<file path="src/rtl/divider_ctrl_if.sv">
// Configuration handshake, run control and status bundle for divider_ctrl.
// The slave modport is the controller side; the master modport is the side that drives it.
interface divider_ctrl_if #(
  parameter int WIDTH = 8,
  parameter int CNT_W = 16
);
  logic             cfg_valid;
  logic             cfg_ready;
  logic [WIDTH-1:0] cfg_div;
  logic [CNT_W-1:0] cfg_burst;
  logic             start;
  logic             stop;
  logic             tick;
  logic             busy;
  logic             done;
  logic [CNT_W-1:0] tick_count;

  modport master (
    output cfg_valid, cfg_div, cfg_burst, start, stop,
    input  cfg_ready, tick, busy, done, tick_count
  );

  modport slave (
    input  cfg_valid, cfg_div, cfg_burst, start, stop,
    output cfg_ready, tick, busy, done, tick_count
  );
endinterface

</file>
<file path="src/rtl/divider_ctrl.sv">
// Programmable divide-by-N tick generator: a configurable clock-enable source
// with burst length, stop/abort, busy/done status and a running tick count.
//
// state | meaning
// IDLE  | accepting configuration, waiting for start
// RUN   | issuing a tick every max(div_q,1) cycles
// DONE  | one-cycle done pulse after a burst completes normally
module divider_ctrl #(
  parameter int WIDTH       = 8,
  parameter int CNT_W       = 16,
  parameter int DEFAULT_DIV = 3
) (
  input  logic           clk,
  input  logic           reset,
  divider_ctrl_if.slave  bus
);

  localparam logic [1:0] IDLE = 2'b00;
  localparam logic [1:0] RUN  = 2'b01;
  localparam logic [1:0] DONE = 2'b10;

  logic [1:0]       state;
  logic [WIDTH-1:0] div_q;
  logic [WIDTH-1:0] phase;
  logic [WIDTH-1:0] ne;
  logic [WIDTH-1:0] phase_last;
  logic [CNT_W-1:0] burst_q;
  logic [CNT_W-1:0] tick_count;
  logic             tick_w;
  logic             cfg_fire;
  logic             burst_end;

  // A divisor of 0 behaves like 1: tick every cycle.
  assign ne         = (div_q == '0) ? WIDTH'(1) : div_q;
  assign phase_last = ne - WIDTH'(1);

  assign tick_w    = (state == RUN) && (phase == '0);
  assign cfg_fire  = bus.cfg_valid && (state == IDLE);
  assign burst_end = (burst_q != '0) && tick_w &&
                     (({1'b0, tick_count} + (CNT_W+1)'(1)) == {1'b0, burst_q});

  assign bus.tick       = tick_w;
  assign bus.busy       = (state != IDLE);
  assign bus.done       = (state == DONE);
  assign bus.cfg_ready  = (state == IDLE);
  assign bus.tick_count = tick_count;

  always_ff @(posedge clk) begin
    if (reset) begin
      state      <= IDLE;
      div_q      <= WIDTH'(DEFAULT_DIV);
      burst_q    <= '0;
      phase      <= '0;
      tick_count <= '0;
    end else begin
      case (state)
        IDLE: begin
          if (cfg_fire) begin
            div_q   <= bus.cfg_div;
            burst_q <= bus.cfg_burst;
          end
          if (bus.start) begin
            state      <= RUN;
            phase      <= '0;
            tick_count <= '0;
          end
        end
        RUN: begin
          phase <= (phase >= phase_last) ? '0 : phase + WIDTH'(1);
          if (tick_w && (tick_count != '1))
            tick_count <= tick_count + CNT_W'(1);
          // Stop wins over burst completion; a coincident tick is still counted.
          if (bus.stop)
            state <= IDLE;
          else if (burst_end)
            state <= DONE;
        end
        DONE:    state <= IDLE;
        default: state <= IDLE;
      endcase
    end
  end

endmodule

</file>
<file path="src/flat_wrapper.sv">
// flat-port wrapper written by rule: the top's interface ports become plain ports
module divider_ctrl_flat 
#(
  parameter int WIDTH       = 8,
  parameter int CNT_W       = 16,
  parameter int DEFAULT_DIV = 3
)
  (clk, reset, bus_cfg_valid, bus_cfg_div, bus_cfg_burst, bus_start, bus_stop, bus_cfg_ready, bus_tick, bus_busy, bus_done, bus_tick_count);
  divider_ctrl_if #(.WIDTH(WIDTH), .CNT_W(CNT_W)) bus_i ();
  input  logic clk;
  input  logic reset;
  input wire logic [$bits(bus_i.cfg_valid)-1:0] bus_cfg_valid;
  input wire logic [$bits(bus_i.cfg_div)-1:0] bus_cfg_div;
  input wire logic [$bits(bus_i.cfg_burst)-1:0] bus_cfg_burst;
  input wire logic [$bits(bus_i.start)-1:0] bus_start;
  input wire logic [$bits(bus_i.stop)-1:0] bus_stop;
  output wire logic [$bits(bus_i.cfg_ready)-1:0] bus_cfg_ready;
  output wire logic [$bits(bus_i.tick)-1:0] bus_tick;
  output wire logic [$bits(bus_i.busy)-1:0] bus_busy;
  output wire logic [$bits(bus_i.done)-1:0] bus_done;
  output wire logic [$bits(bus_i.tick_count)-1:0] bus_tick_count;
  assign bus_i.cfg_valid = bus_cfg_valid;
  assign bus_i.cfg_div = bus_cfg_div;
  assign bus_i.cfg_burst = bus_cfg_burst;
  assign bus_i.start = bus_start;
  assign bus_i.stop = bus_stop;
  assign bus_cfg_ready = bus_i.cfg_ready;
  assign bus_tick = bus_i.tick;
  assign bus_busy = bus_i.busy;
  assign bus_done = bus_i.done;
  assign bus_tick_count = bus_i.tick_count;
  divider_ctrl #(.WIDTH(WIDTH), .CNT_W(CNT_W), .DEFAULT_DIV(DEFAULT_DIV)) u_core (.clk(clk), .reset(reset), .bus(bus_i));
endmodule
</file>
<file path="config.mk">
export PLATFORM = sky130hd
export DESIGN_NAME = divider_ctrl_flat
export DESIGN_NICKNAME = d
export VERILOG_FILES = /design/src/rtl/divider_ctrl_if.sv /design/src/rtl/divider_ctrl.sv /design/src/flat_wrapper.sv
export SDC_FILE = /design/constraint.sdc
export NUM_CORES = 1
export LEC_CHECK = 0
export BUFFER_PORTS_ARGS = -buffer_cell sky130_fd_sc_hd__buf_2
export CAP_MARGIN = 20
export CORE_ASPECT_RATIO = 1.75
export CORE_MARGIN = 4
export CORE_UTILIZATION = 60
export CTS_CLUSTER_SIZE = 30
export DETAILED_ROUTE_END_ITERATION = 8
export PLACE_DENSITY_LB_ADDON = 0.12
export SYNTH_ARGS = -nofsm -noshare
export SYNTH_HDL_FRONTEND = slang
export SYNTH_SLANG_ARGS = --single-unit
</file>
<file path="constraint.sdc">
create_clock -name clk -period 7.8 [get_ports clk]
set_clock_uncertainty 0.2 [all_clocks]
set_input_delay 0.39 -clock clk [delete_from_list [all_inputs] [get_ports clk]]
set_output_delay 0.39 -clock clk [all_outputs]
set_load 0.05 [all_outputs]
</file>
# [Word-level counts from Yosys, hierarchy flattened]
# Cells that the tools add are included.
[op_classes] n_shift=0 add_sub_neg=4 reduce_logical=15 mux=11 n_div=0 n_lt_le_gt_ge=1 eq_ne=7 n_bitwise=0 mul=0
[ops] cell="16-bit 2-to-1 mux" count=2
[ops] cell="16-bit one-hot mux with 2 select lines" count=1
[ops] cell="8-bit 2-to-1 mux" count=3
[ops] cell="16-bit by 1-bit adder with 17-bit output, second input constant" count=1
[ops] cell="17-bit by 16-bit equality test with 1-bit output" count=1
[ops] cell="16-bit by 1-bit adder with 16-bit output, second input constant" count=1
[ops] cell="8-bit zero test" count=2
[ops] cell="16-bit inequality test, second input constant" count=1
[ops] cell="8-bit one-hot mux with 2 select lines" count=1
[ops] cell="16-bit nonzero test" count=1
[ops] cell="8-bit by 1-bit adder with 8-bit output, second input constant" count=1
[ops] cell="8-bit >= comparator" count=1
[ops] cell="8-bit by 1-bit subtractor with 8-bit output, second input constant" count=1
[ops] cell="2-bit 2-to-1 mux" count=3
[ops] cell="2-bit AND reduction" count=3
[ops] cell="1-bit logical AND" count=5
[ops] cell="2-bit inequality test, second input constant" count=2
[ops] cell="2-bit one-hot mux with 2 select lines" count=1
[ops] cell="2-bit nonzero test" count=2
[ops] cell="3-bit by 2-bit inequality test with 1-bit output, second input constant" count=1
[ops] cell="3-bit AND reduction" count=1
[ops] cell="2-bit by 1-bit equality test with 1-bit output, second input constant" count=1
[ops] cell="2-bit equality test, second input constant" count=1
[ops] cell="2-bit zero test" count=1
[totals] romBits=0 out_inout_bits=20 reg_bits=50 n_memories=0 ram_bits=0 latch_bits=0 wordCells=43 input_bits=29

# [Logic depth before layout (Yosys ltp)]
# Gate-level depths: netlist of run 1.
[depth] word_depth=7 mapped_depth=11 depth_no_buf=11

# [Worst setup path before layout of run 1]
# OpenSTA, ideal clock, no wires.
[synth_timing] path_kind="register to register" from="register u_core.div_q[3]" to="register u_core.phase[3]" n_path_buf=0 setup_slack_ns=5.011 t_arrival_ns=2.515 required_time_ns=7.526 synth_period_minus_slack_ns=2.789 setup_ns=0.074 stages_incl_launch_ff=12 cell_sequence="dfxtp_1 -> nor4_1 -> a31oi_1 -> ha_1 -> nand2b_1 -> nor4_1 -> xnor2_1 -> ha_1 -> o21a_1 -> nor3_1 -> o21ai_0 -> o21ai_0"
[synth_via] elab_chain_len=6
[synth_rtl] element="start: declaration" line_no="divider_ctrl.sv:23" text="logic [WIDTH-1:0] div_q;"
[synth_rtl] element="start signal: assignment" line_no="divider_ctrl.sv:51" text="div_q <= WIDTH'(DEFAULT_DIV);"
[synth_rtl] element="start signal: assignment" line_no="divider_ctrl.sv:59" text="div_q <= bus.cfg_div;"
[synth_rtl] element="8-bit zero test" line_no="divider_ctrl.sv:34" text="assign ne = (div_q == '0) ? WIDTH'(1) : div_q;"
[synth_rtl] element="8-bit 2-to-1 mux *" line_no="divider_ctrl.sv:34"
[synth_rtl] element="8-bit by 1-bit subtractor with 8-bit output *" line_no="divider_ctrl.sv:35" text="assign phase_last = ne - WIDTH'(1);"
[synth_rtl] element="8-bit >= comparator *" line_no="divider_ctrl.sv:69" text="phase <= (phase >= phase_last) ? '0 : phase + WIDTH'(1);"
[synth_rtl] element="8-bit 2-to-1 mux *" line_no="divider_ctrl.sv:69"
[synth_rtl] element="8-bit one-hot mux with 2 select lines *" line_no="divider_ctrl.sv:56" text="case (state)"
[synth_rtl] element="end signal: assignment" line_no="divider_ctrl.sv:69"
[synth_rtl] element="end: declaration" line_no="divider_ctrl.sv:24" text="logic [WIDTH-1:0] phase;"
# Every way passes the cells marked *; elsewhere a longest branch is shown, timed or not.
# A chain may end at the register's enable or synchronous reset.

# [Worst setup path in the final report of run 1]
[layout_timing] from="register u_core.div_q[3]" to="register u_core.phase[4]"
# The elaborated chain is that of the path after synthesis.

==> results by stage, run 1 <==
Worst setup path:
- The flop-to-flop setup slack is 4.52 ns.
- The sum of buffers and inverters on the critical path is 0.
- The signal on the critical path passes through nor4_1, a31oi_1, ha_1, nand2b_1, nor4_1, xnor2_1, ha_1, o21a_1, nor3_1, o21ai_0, o21ai_0.
- Data on the critical path is required at its endpoint by 7.83 ns.
- STA classifies the critical path endpoint as a register.
- The start-to-end type of the worst setup path is reg2reg.
- The worst-path cell with the longest stage delay is sky130_fd_sc_hd__nor3_1.
- The worst setup path is launched from a register.
- Along the worst path, the maximum fanout reaches 7.
- For this run, the slowest stage of the critical path takes 0.57 ns.
- The end of the worst register-to-register path is u_core.phase[4]$_SDFFE_PP0P_.
- The data arrival time at the worst-slack endpoint is 3.31 ns.
- The worst reg2reg path depth is 11.
- The startpoint of the worst-slack reg-to-reg timing path is u_core.div_q[3]$_SDFFE_PP0P_.
- The kind of cell with the highest combined delay along the critical path is simple AND/OR/NAND/NOR gates.

Die:
- The horizontal die dimension is 62.3 um.
- The initial utilization of the core area, before any placement, comes to 62.3%.
- The die is 103 um tall.
- The floorplan row count is 34.
- The total I/O pin count is 49.
- The core region is 4980 um^2.
- The floorplan step defined a die boundary enclosing 6430 um^2.

Clocking:
- The maximum number of buffers from clock root to sink is 2.
- The number of levels in the clock H-tree is 2.
- The clock network latency to the later pin of the worst-skew pair is 0.31 ns.
- After clock tree synthesis, the clock-pin slew on the worst setup and hold paths is 0.09 ns.
- The number of gates resized after CTS is 0.
- The number of buffers created by CTS is 5.
- The count of buffers added by post-CTS timing repair for setup is 0.
- The root buffer cell chosen for the clock tree is sky130_fd_sc_hd__clkbuf_8.
- The CTS tree is yes.
- The number of clock sinks is 50.
- The hold buffer count at CTS is 0.

GRT:
- The wire length of the first global-routing pass is 13,300 um.
- Entering global routing, the biggest net connects 45 pins.
- The via count of the first global-routing pass is 2,937.
- The initial antenna violation count is 0.
- The total global routing track utilization is 25.6%.
- The total overflow left after global routing is 0.

Logic synthesis:
- The fraction of the yosys area taken by sequential cells is 32.3%.
- The average cell area after synthesis is 7.64 um^2.
- Summing the areas of all xor and xnor instances in the mapped netlist gives 7.63% of the synthesized area.
- By area, the combinational part of the netlist is dominated by simple AND/OR/NAND/NOR gates.
- Among all flip-flop cells after synthesis, the most frequent one is sky130_fd_sc_hd__dfxtp_1.
- The synthesized design spends more area on one cell type than any other, namely sky130_fd_sc_hd__dfxtp_1.
- In the post-synthesis netlist, the biggest area contributors are sky130_fd_sc_hd__dfxtp_1, sky130_fd_sc_hd__nand2_1, sky130_fd_sc_hd__a21oi_1, sky130_fd_sc_hd__ha_1, sky130_fd_sc_hd__xnor2_1.
- Sorting the synthesized cells by how often they occur yields sky130_fd_sc_hd__nand2_1, sky130_fd_sc_hd__dfxtp_1, sky130_fd_sc_hd__a21oi_1.
- Counting flops with a built-in enable in the synthesized netlist gives 0.
- The synthesized net count is 447.
- The warning count from the yosys run is 0.
- The synthesized netlist occupies a cell area of 3100 um^2.
- The share of Yosys cell area claimed by the top area cell type is 32.3%.
- The share of synthesized flip-flops with an asynchronous set or reset is 0%.
- Measured against the total synthesized area, the mux share comes to 0%.
- The count of mapped cells out of synthesis is 406.
- Of the total synthesized cell area, the portion taken by full adders, half adders and majority gates is 4.84%.
- Summing the areas of all compound-gate instances in the mapped netlist gives 19.2% of the synthesized area.
- After Yosys synthesis, and, or, nand and nor cells account for 31.7% of the synthesized area.
- By instance count, the leading cell after synthesis is sky130_fd_sc_hd__nand2_1.
- In this run, synthesis produced a sequential element count of 50.
- The number of different library cells in the post-synthesis netlist is 59.

Timing:
- The max-slew violation total from the final report is 0.
- Based on the critical path, the design can be clocked at up to 305 MHz.
- Subtracting the final worst setup slack from the clock period gives 3.28 ns.
- The setup slack of the critical path after layout is 4.52 ns.
- In this run the tightest slew margin relative to its limit is 32.7%.
- Setup repair after global routing left no endpoint under its margin.
- At the pin with the least slew margin, the transition time is 1.00 ns.
- The final hold violation count is 0.
- Of the available clock period, the critical path in the final layout requires 42.0%.
- After routing, the total negative slack on setup checks comes to 0 ns.
- Setup violations remaining at the end of the flow were counted as 0.

Detailed routing:
- The count of nets left with antenna violations after detail routing is 0.
- The number of DRC markers in iteration 0 is 155.
- Using the TritonRoute via totals, the vias-per-cell ratio works out to 6.24.
- For this block, the via count after detailed routing is 3,078.
- The post-route DRC violation count is 0.
- The first-pass detailed-route iteration total is 5.
- Dividing the detail-routed wire length by the instance count gives 16.6 um.
- After detailed routing, the total wire length is 8200 um.

Placement:
- Routability-driven placement finished with a final weighted congestion of 0.938.
- The post-place instance area is 3310 um^2.
- Summed over all nets, the half-perimeter wirelength after detailed placement is 6160 um.
- During placement, the flow inserted port buffers numbering 48.
- The worst slack after detailed placement is 4.61 ns.

Worst hold path:
- The worst hold path begins at bus_cfg_div[0].
- The hold-critical path endpoint is u_core.div_q[0]$_SDFFE_PP1P_.
- The cell count of the worst hold path is 3.
- The type of the tightest min-delay check is in2reg.

Flow run:
- The number of max-cap violations is 0.

Layout:
- The post-route standard cell area excluding fillers is 3400 um^2.
- Compared with the post-synthesis result, the final layout area differs by 9.52%.
- At the end of the flow, the number of nets in the layout was 480.
- The number of diodes is 0.
- The fraction of final layout cells sized beyond drive strength 1 is 15.5%.

Power:
- Summed over all cells, the static leakage comes to 1.38 nW.
- The cell area power density is 156 nW/um^2.
- The worst-case IR drop observed on VDD is 0.196 mV.

Status:
- The run finished with clean final reports.
-- routing by layer --
| metal | vias up | wire length [um] | global-route usage (%) |
|---|---|---|---|
| met5 | - | 0 | 0 |
| met1 | 1421 | 2920 | 26.3 |
| met4 | 0 | 439 | 17.6 |
| met3 | 26 | 393 | 2.94 |
| li1 | 1527 | - | - |
| met2 | 104 | 4450 | 48.0 |
-- cell usage in the layout, fill, tap and decap left out, types with 4 or more instances in the layout --
cell type	instances
sky130_fd_sc_hd__nand2b_1	4
sky130_fd_sc_hd__nor2_1	24
sky130_fd_sc_hd__clkbuf_8	5
sky130_fd_sc_hd__o21ai_1	4
sky130_fd_sc_hd__nand2_1	79
sky130_fd_sc_hd__a31oi_1	5
sky130_fd_sc_hd__nor2b_1	6
sky130_fd_sc_hd__xor2_1	10
sky130_fd_sc_hd__nor4_1	12
sky130_fd_sc_hd__o21ai_0	15
sky130_fd_sc_hd__ha_1	12
sky130_fd_sc_hd__inv_1	10
sky130_fd_sc_hd__nand3_1	11
sky130_fd_sc_hd__buf_2	48
sky130_fd_sc_hd__and2_1	8
sky130_fd_sc_hd__a21oi_1	41
sky130_fd_sc_hd__o221ai_1	4
sky130_fd_sc_hd__and3_1	4
sky130_fd_sc_hd__nand4_1	9
sky130_fd_sc_hd__nor3_1	11
sky130_fd_sc_hd__xnor2_1	17
sky130_fd_sc_hd__dfxtp_1	50
-- sequential cells by signal, indices dropped and copies added, names as in the netlist --
register,count
u_core.burst_q,16
u_core.bus.tick_count,16
u_core.div_q,8
u_core.phase,8
u_core.state,2
-- how the worst max path moves through the flow --
stage / start / end / slack, ns / cells past startpoint
2_1_floorplan: u_core.div_q[3]$_SDFFE_PP0P_ / u_core.phase[3]$_SDFFE_PP0P_ / 5.01 / 11
3_3_place_gp: u_core.div_q[3]$_SDFFE_PP0P_ / u_core.phase[4]$_SDFFE_PP0P_ / 4.71 / 11
3_5_place_dp: u_core.div_q[3]$_SDFFE_PP0P_ / u_core.phase[4]$_SDFFE_PP0P_ / 4.61 / 11
4_1_cts: u_core.div_q[3]$_SDFFE_PP0P_ / u_core.phase[4]$_SDFFE_PP0P_ / 4.56 / 11
5_1_grt: u_core.div_q[3]$_SDFFE_PP0P_ / u_core.phase[4]$_SDFFE_PP0P_ / 4.25 / 11
6_report: u_core.div_q[3]$_SDFFE_PP0P_ / u_core.phase[4]$_SDFFE_PP0P_ / 4.52 / 11
-- report_power, final --
group | leakage (nW) | internal (mW) | total (mW) | switching, mW
logic | 0.940 | 0.0377 | 0.100 | 0.0627
clock network | 0.0362 | 0.0614 | 0.150 | 0.0883
registers | 0.407 | 0.265 | 0.279 | 0.0135
-- layout make-up --
class / instances / area (um^2)
tap: 54 / 67.6
multi-input combinational: 324 / 1970
clock buffer: 5 / 68.8
inverter: 10 / 37.5
clock inverter: 2 / 15.0
fill: 423 / 1580
sequential: 50 / 1000
timing repair buffer: 48 / 240
-- logic make-up after synthesis --
| kind of cell | count (synthesis) |
|---|---|
| compound gates | 95 |
| xor+xnor | 27 |
| fa+ha+maj | 12 |
| buf+inv | 32 |
| flops | 50 |
| simple gates | 190 |
-- worst reg2reg max path: stages, from the launching register on --
cell                       delay (ns)
sky130_fd_sc_hd__dfxtp_1         0.43
sky130_fd_sc_hd__nor4_1          0.11
sky130_fd_sc_hd__a31oi_1         0.34
sky130_fd_sc_hd__ha_1            0.25
sky130_fd_sc_hd__nand2b_1        0.09
sky130_fd_sc_hd__nor4_1          0.26
sky130_fd_sc_hd__xnor2_1         0.17
sky130_fd_sc_hd__ha_1            0.25
sky130_fd_sc_hd__o21a_1          0.16
sky130_fd_sc_hd__nor3_1          0.57
sky130_fd_sc_hd__o21ai_0         0.19
sky130_fd_sc_hd__o21ai_0         0.19
-- per-stage QoR --
| stage | total power, mW | hold slack (ns) | util [%] | std cells |
|---|---|---|---|---|
| after CTS | 0.530 | 0.0902 | 68.2 | 493 |
| after floorplan | 0.355 | 0.236 | - | 406 |
| after global routing | 0.554 | 0.101 | 68.2 | 493 |
| after detailed placement | 0.384 | 0.268 | 66.5 | 486 |
| final | 0.529 | 0.0890 | 68.2 | 493 |
| after global placement | 0.383 | 0.246 | 66.5 | 486 |
(Power assumes the default switching activity.)
==> run 2: changes to the inputs <==
--- a/config.mk
+++ b/config.mk
@@ -9,7 +9,7 @@
 export CAP_MARGIN = 20
 export CORE_ASPECT_RATIO = 1.75
 export CORE_MARGIN = 4
-export CORE_UTILIZATION = 60
+export CORE_UTILIZATION = 57
 export CTS_CLUSTER_SIZE = 30
 export DETAILED_ROUTE_END_ITERATION = 8
 export PLACE_DENSITY_LB_ADDON = 0.12
==> constraint.sdc (replaced) <==
create_clock -name clk -period 3.25 [get_ports clk]
set_clock_uncertainty 0.2 [all_clocks]
set_input_delay 0.1625 -clock clk [delete_from_list [all_inputs] [get_ports clk]]
set_output_delay 0.1625 -clock clk [all_outputs]
set_load 0.05 [all_outputs]
==> run 2 against run 1 <==
Worst setup slack lost 4.3 ns. Flip-flop and latch count is the same. First-iteration DRC count grew 7.7%. Critical path type unchanged. Largest cell class unchanged. Largest power group unchanged. Highest routed layer unchanged.
==> results by stage, run 2 (synthesis results as in run 1) <==
Layout:
- The leading cell type in the layout, fill and taps excluded is sky130_fd_sc_hd__nand2_1 (unchanged).
- Largest registers: u_core.burst_q x16, u_core.bus.tick_count x16 (unchanged).
- The fraction of final layout cells sized beyond drive strength 1 is 15.2% (was 15.5%).
- The signed area change from the synthesized netlist to the final layout is 18.6% (was 9.52%).
- Highest-count cells in the layout ignoring fill and taps: sky130_fd_sc_hd__nand2_1, sky130_fd_sc_hd__dfxtp_1, sky130_fd_sc_hd__buf_2 (unchanged).
- The net total in the final layout was 509 (was 480).
- The number of diodes came to 0 (unchanged).
- The final cell count without fillers came to 523 (was 493).
- The post-layout utilization of the core was 70.0% (was 68.2%).

Detailed routing:
- The number of DRC markers in iteration 0 is 167 (was 155).
- The post-route DRC violation count is 0 (unchanged).
- The count of nets left with antenna violations after detail routing is 0 (unchanged).
- The routed length per instance is 16.7 um (was 16.6 um).
- The first-pass detailed-route iteration total is 5 (unchanged).
- The detailed-routed wire length on met3 is 327 um (was 393 um).
- The highest metal layer used by the detailed router is met4 (unchanged).
- The average via count per standard cell is 6.05 (was 6.24).
- The length of routed wiring on met1 is 3140 um (was 2920 um).
- The met2 layer wire length in the routed design is 4930 um (was 4450 um).
- The number of vias in the routed layout was 3,166 (was 3,078).
- The total wire length after detailed routing came to 8750 um (was 8200 um).

Timing:
- The max-slew violation total from the final report is 0 (unchanged).
- The final hold violation count is 0 (unchanged).
- The clock period minus final worst setup slack is 2.98 ns (was 3.28 ns).
- The final setup TNS was 0 ns (unchanged).
- The highest attainable clock frequency is 336 MHz (was 305 MHz).
- The worst-case headroom to the max-slew limit is 46.4% (was 32.7%).
- The share of the clock period used by the worst path after layout is 91.6% (was 42.0%).
- The actual transition at the worst max-transition pin is 0.804 ns (was 1.00 ns).
- The final setup violation count is 0 (unchanged).
- The post-route worst hold slack came to 0.218 ns (was 0.0890 ns).
- Unrepaired setup endpoints after global routing: false (unchanged).

Die:
- The total I/O pin count is 49 (unchanged).
- The floorplan row count is 35 (was 34).
- The horizontal die dimension is 63.8 um (was 62.3 um).
- The die height is 106 um (was 103 um).
- The starting utilization of the core area is 59.0% (was 62.3%).
- The area of the core came to 5260 um^2 (was 4980 um^2).
- The die area came to 6730 um^2 (was 6430 um^2).

Worst setup path:
- The start-to-end type of the worst setup path is reg2reg (unchanged).
- The kind of launch point of the worst setup path is a register (unchanged).
- The endpoint kind of the worst setup timing path is a register (unchanged).
- The worst-path maximum fanout is 7 (unchanged).
- The data required time at the worst endpoint was 3.28 ns (was 7.83 ns).
- The worst reg2reg path depth came to 11 (unchanged).
- The data arrival time at the worst-slack endpoint came to 3.01 ns (was 3.31 ns).

Clocking:
- The number of clock sinks was 50 (unchanged).
- The number of gates resized after CTS is 0 (unchanged).
- The hold buffer count at CTS is 26 (was 0).
- The count of buffers added by post-CTS timing repair for setup was 0 (unchanged).
- The clock network latency to the later pin of the worst-skew pair is 0.31 ns (about the same).
- The CTS tree is yes (unchanged).
- The number of levels in the clock H-tree came to 2 (unchanged).
- The buffer cell driving the clock tree root is sky130_fd_sc_hd__clkbuf_8 (unchanged).
- The number of buffers created by CTS is 5 (unchanged).
- The maximum number of buffers from clock root to sink is 2 (unchanged).
- The clock-pin slew on the worst setup and hold paths is 0.09 ns (about the same).

GRT:
- The total global routing track utilization is 27.3% (was 25.6%).
- The initial antenna violation count is 0 (unchanged).
- The largest net degree at the start of global routing is 45 (unchanged).
- The final global-route overflow total is 0 (unchanged).
- The wire length of the first global-routing pass is 14,600 um (was 13,300 um).
- The via count of the first global-routing pass is 3,084 (was 2,937).

Power:
- The static leakage is 1.52 nW (was 1.38 nW).
- The overall power came to 1.31 mW (was 0.529 mW).
- The worst supply voltage drop on vdd is 0.239 mV (was 0.196 mV).
- The cell area power density is 355 nW/um^2 (was 156 nW/um^2).

Placement:
- The half-perimeter wire length after placement is 6240 um (was 6160 um).
- The number of instances in the placed design is 489 (was 486).
- The number of input and output port buffers inserted is 48 (unchanged).
- The final weighted congestion of routability-driven global placement was 0.872 (was 0.938).

Status:
- Outcome: completed (unchanged).

Worst hold path:
- The type of the tightest min-delay check was in2reg (unchanged).
- The cell count of the worst hold path was 2 (was 3).

Flow run:
- The number of max-cap violations was 0 (unchanged).
==> run 2: changes by cell type in the layout (fill, tap and decap cells not counted), sizes merged <==
cell         before  now
clkinvlp          2    0
dlygate4sd3       0   26
buf              48   51
inv              10   11
clkinv            0    1
==> run 2: final timing paths <==
check / startpoint / to / slack (ns)
worst min register to register: u_core.div_q[6]$_SDFFE_PP0P_ / u_core.div_q[6]$_SDFFE_PP0P_ / 0.29
worst max-delay path: u_core.div_q[3]$_SDFFE_PP0P_ / u_core.phase[3]$_SDFFE_PP0P_ / 0.27
worst min-delay path: reset / u_core.bus.tick_count[3]$_SDFFE_PP0P_ / 0.22
worst max register to register: u_core.div_q[3]$_SDFFE_PP0P_ / u_core.phase[3]$_SDFFE_PP0P_ / 0.27
==> run 2: where the power goes <==
part	switching, mW	total [mW]	internal (mW)
sequential	0.0336	0.670	0.636
combinational	0.159	0.274	0.115
clock	0.212	0.362	0.149
total	0.405	1.31	0.900
==> run 2: per-stage QoR <==
| step | setup slack (ns) | instance area [um^2] |
|---|---|---|
| 3_3_place_gp | 0.445 | 3330 |
| 4_1_cts | 0.274 | 3670 |
| 6_report | 0.271 | 3680 |
| 3_5_place_dp | 0.308 | 3330 |
| 5_1_grt | 0.0356 | 3680 |
| 2_1_floorplan | 0.461 | 3100 |
==> run 2: layout make-up <==
class                   instances  area (um^2)
multi-input cells             324         1970
flip-flops and latches         50         1000
well taps                      55         68.8
clock inverters                 2         13.8
fillers                       441         1580
inverters                      10         37.5
repair buffers                 77          523
clock buffers                   5         68.8
==> run 2: worst max-delay path, stage by stage (launching register included) <==
cell,delay [ns]
sky130_fd_sc_hd__dfxtp_1,0.44
sky130_fd_sc_hd__nor4_1,0.11
sky130_fd_sc_hd__a31oi_1,0.36
sky130_fd_sc_hd__ha_1,0.26
sky130_fd_sc_hd__nand2b_1,0.09
sky130_fd_sc_hd__nor4_1,0.23
sky130_fd_sc_hd__xnor2_1,0.13
sky130_fd_sc_hd__ha_1,0.20
sky130_fd_sc_hd__nor4_1,0.27
sky130_fd_sc_hd__o221a_2,0.31
sky130_fd_sc_hd__o21ai_0,0.12
sky130_fd_sc_hd__o21ai_0,0.19
==> run 2: per-layer routing <==
metal  up-vias  GRT usage (%)
li1       1590              -
met1      1463           28.0
met2        89           51.9
met3        24           3.30
met4         0           14.7
met5         -              0
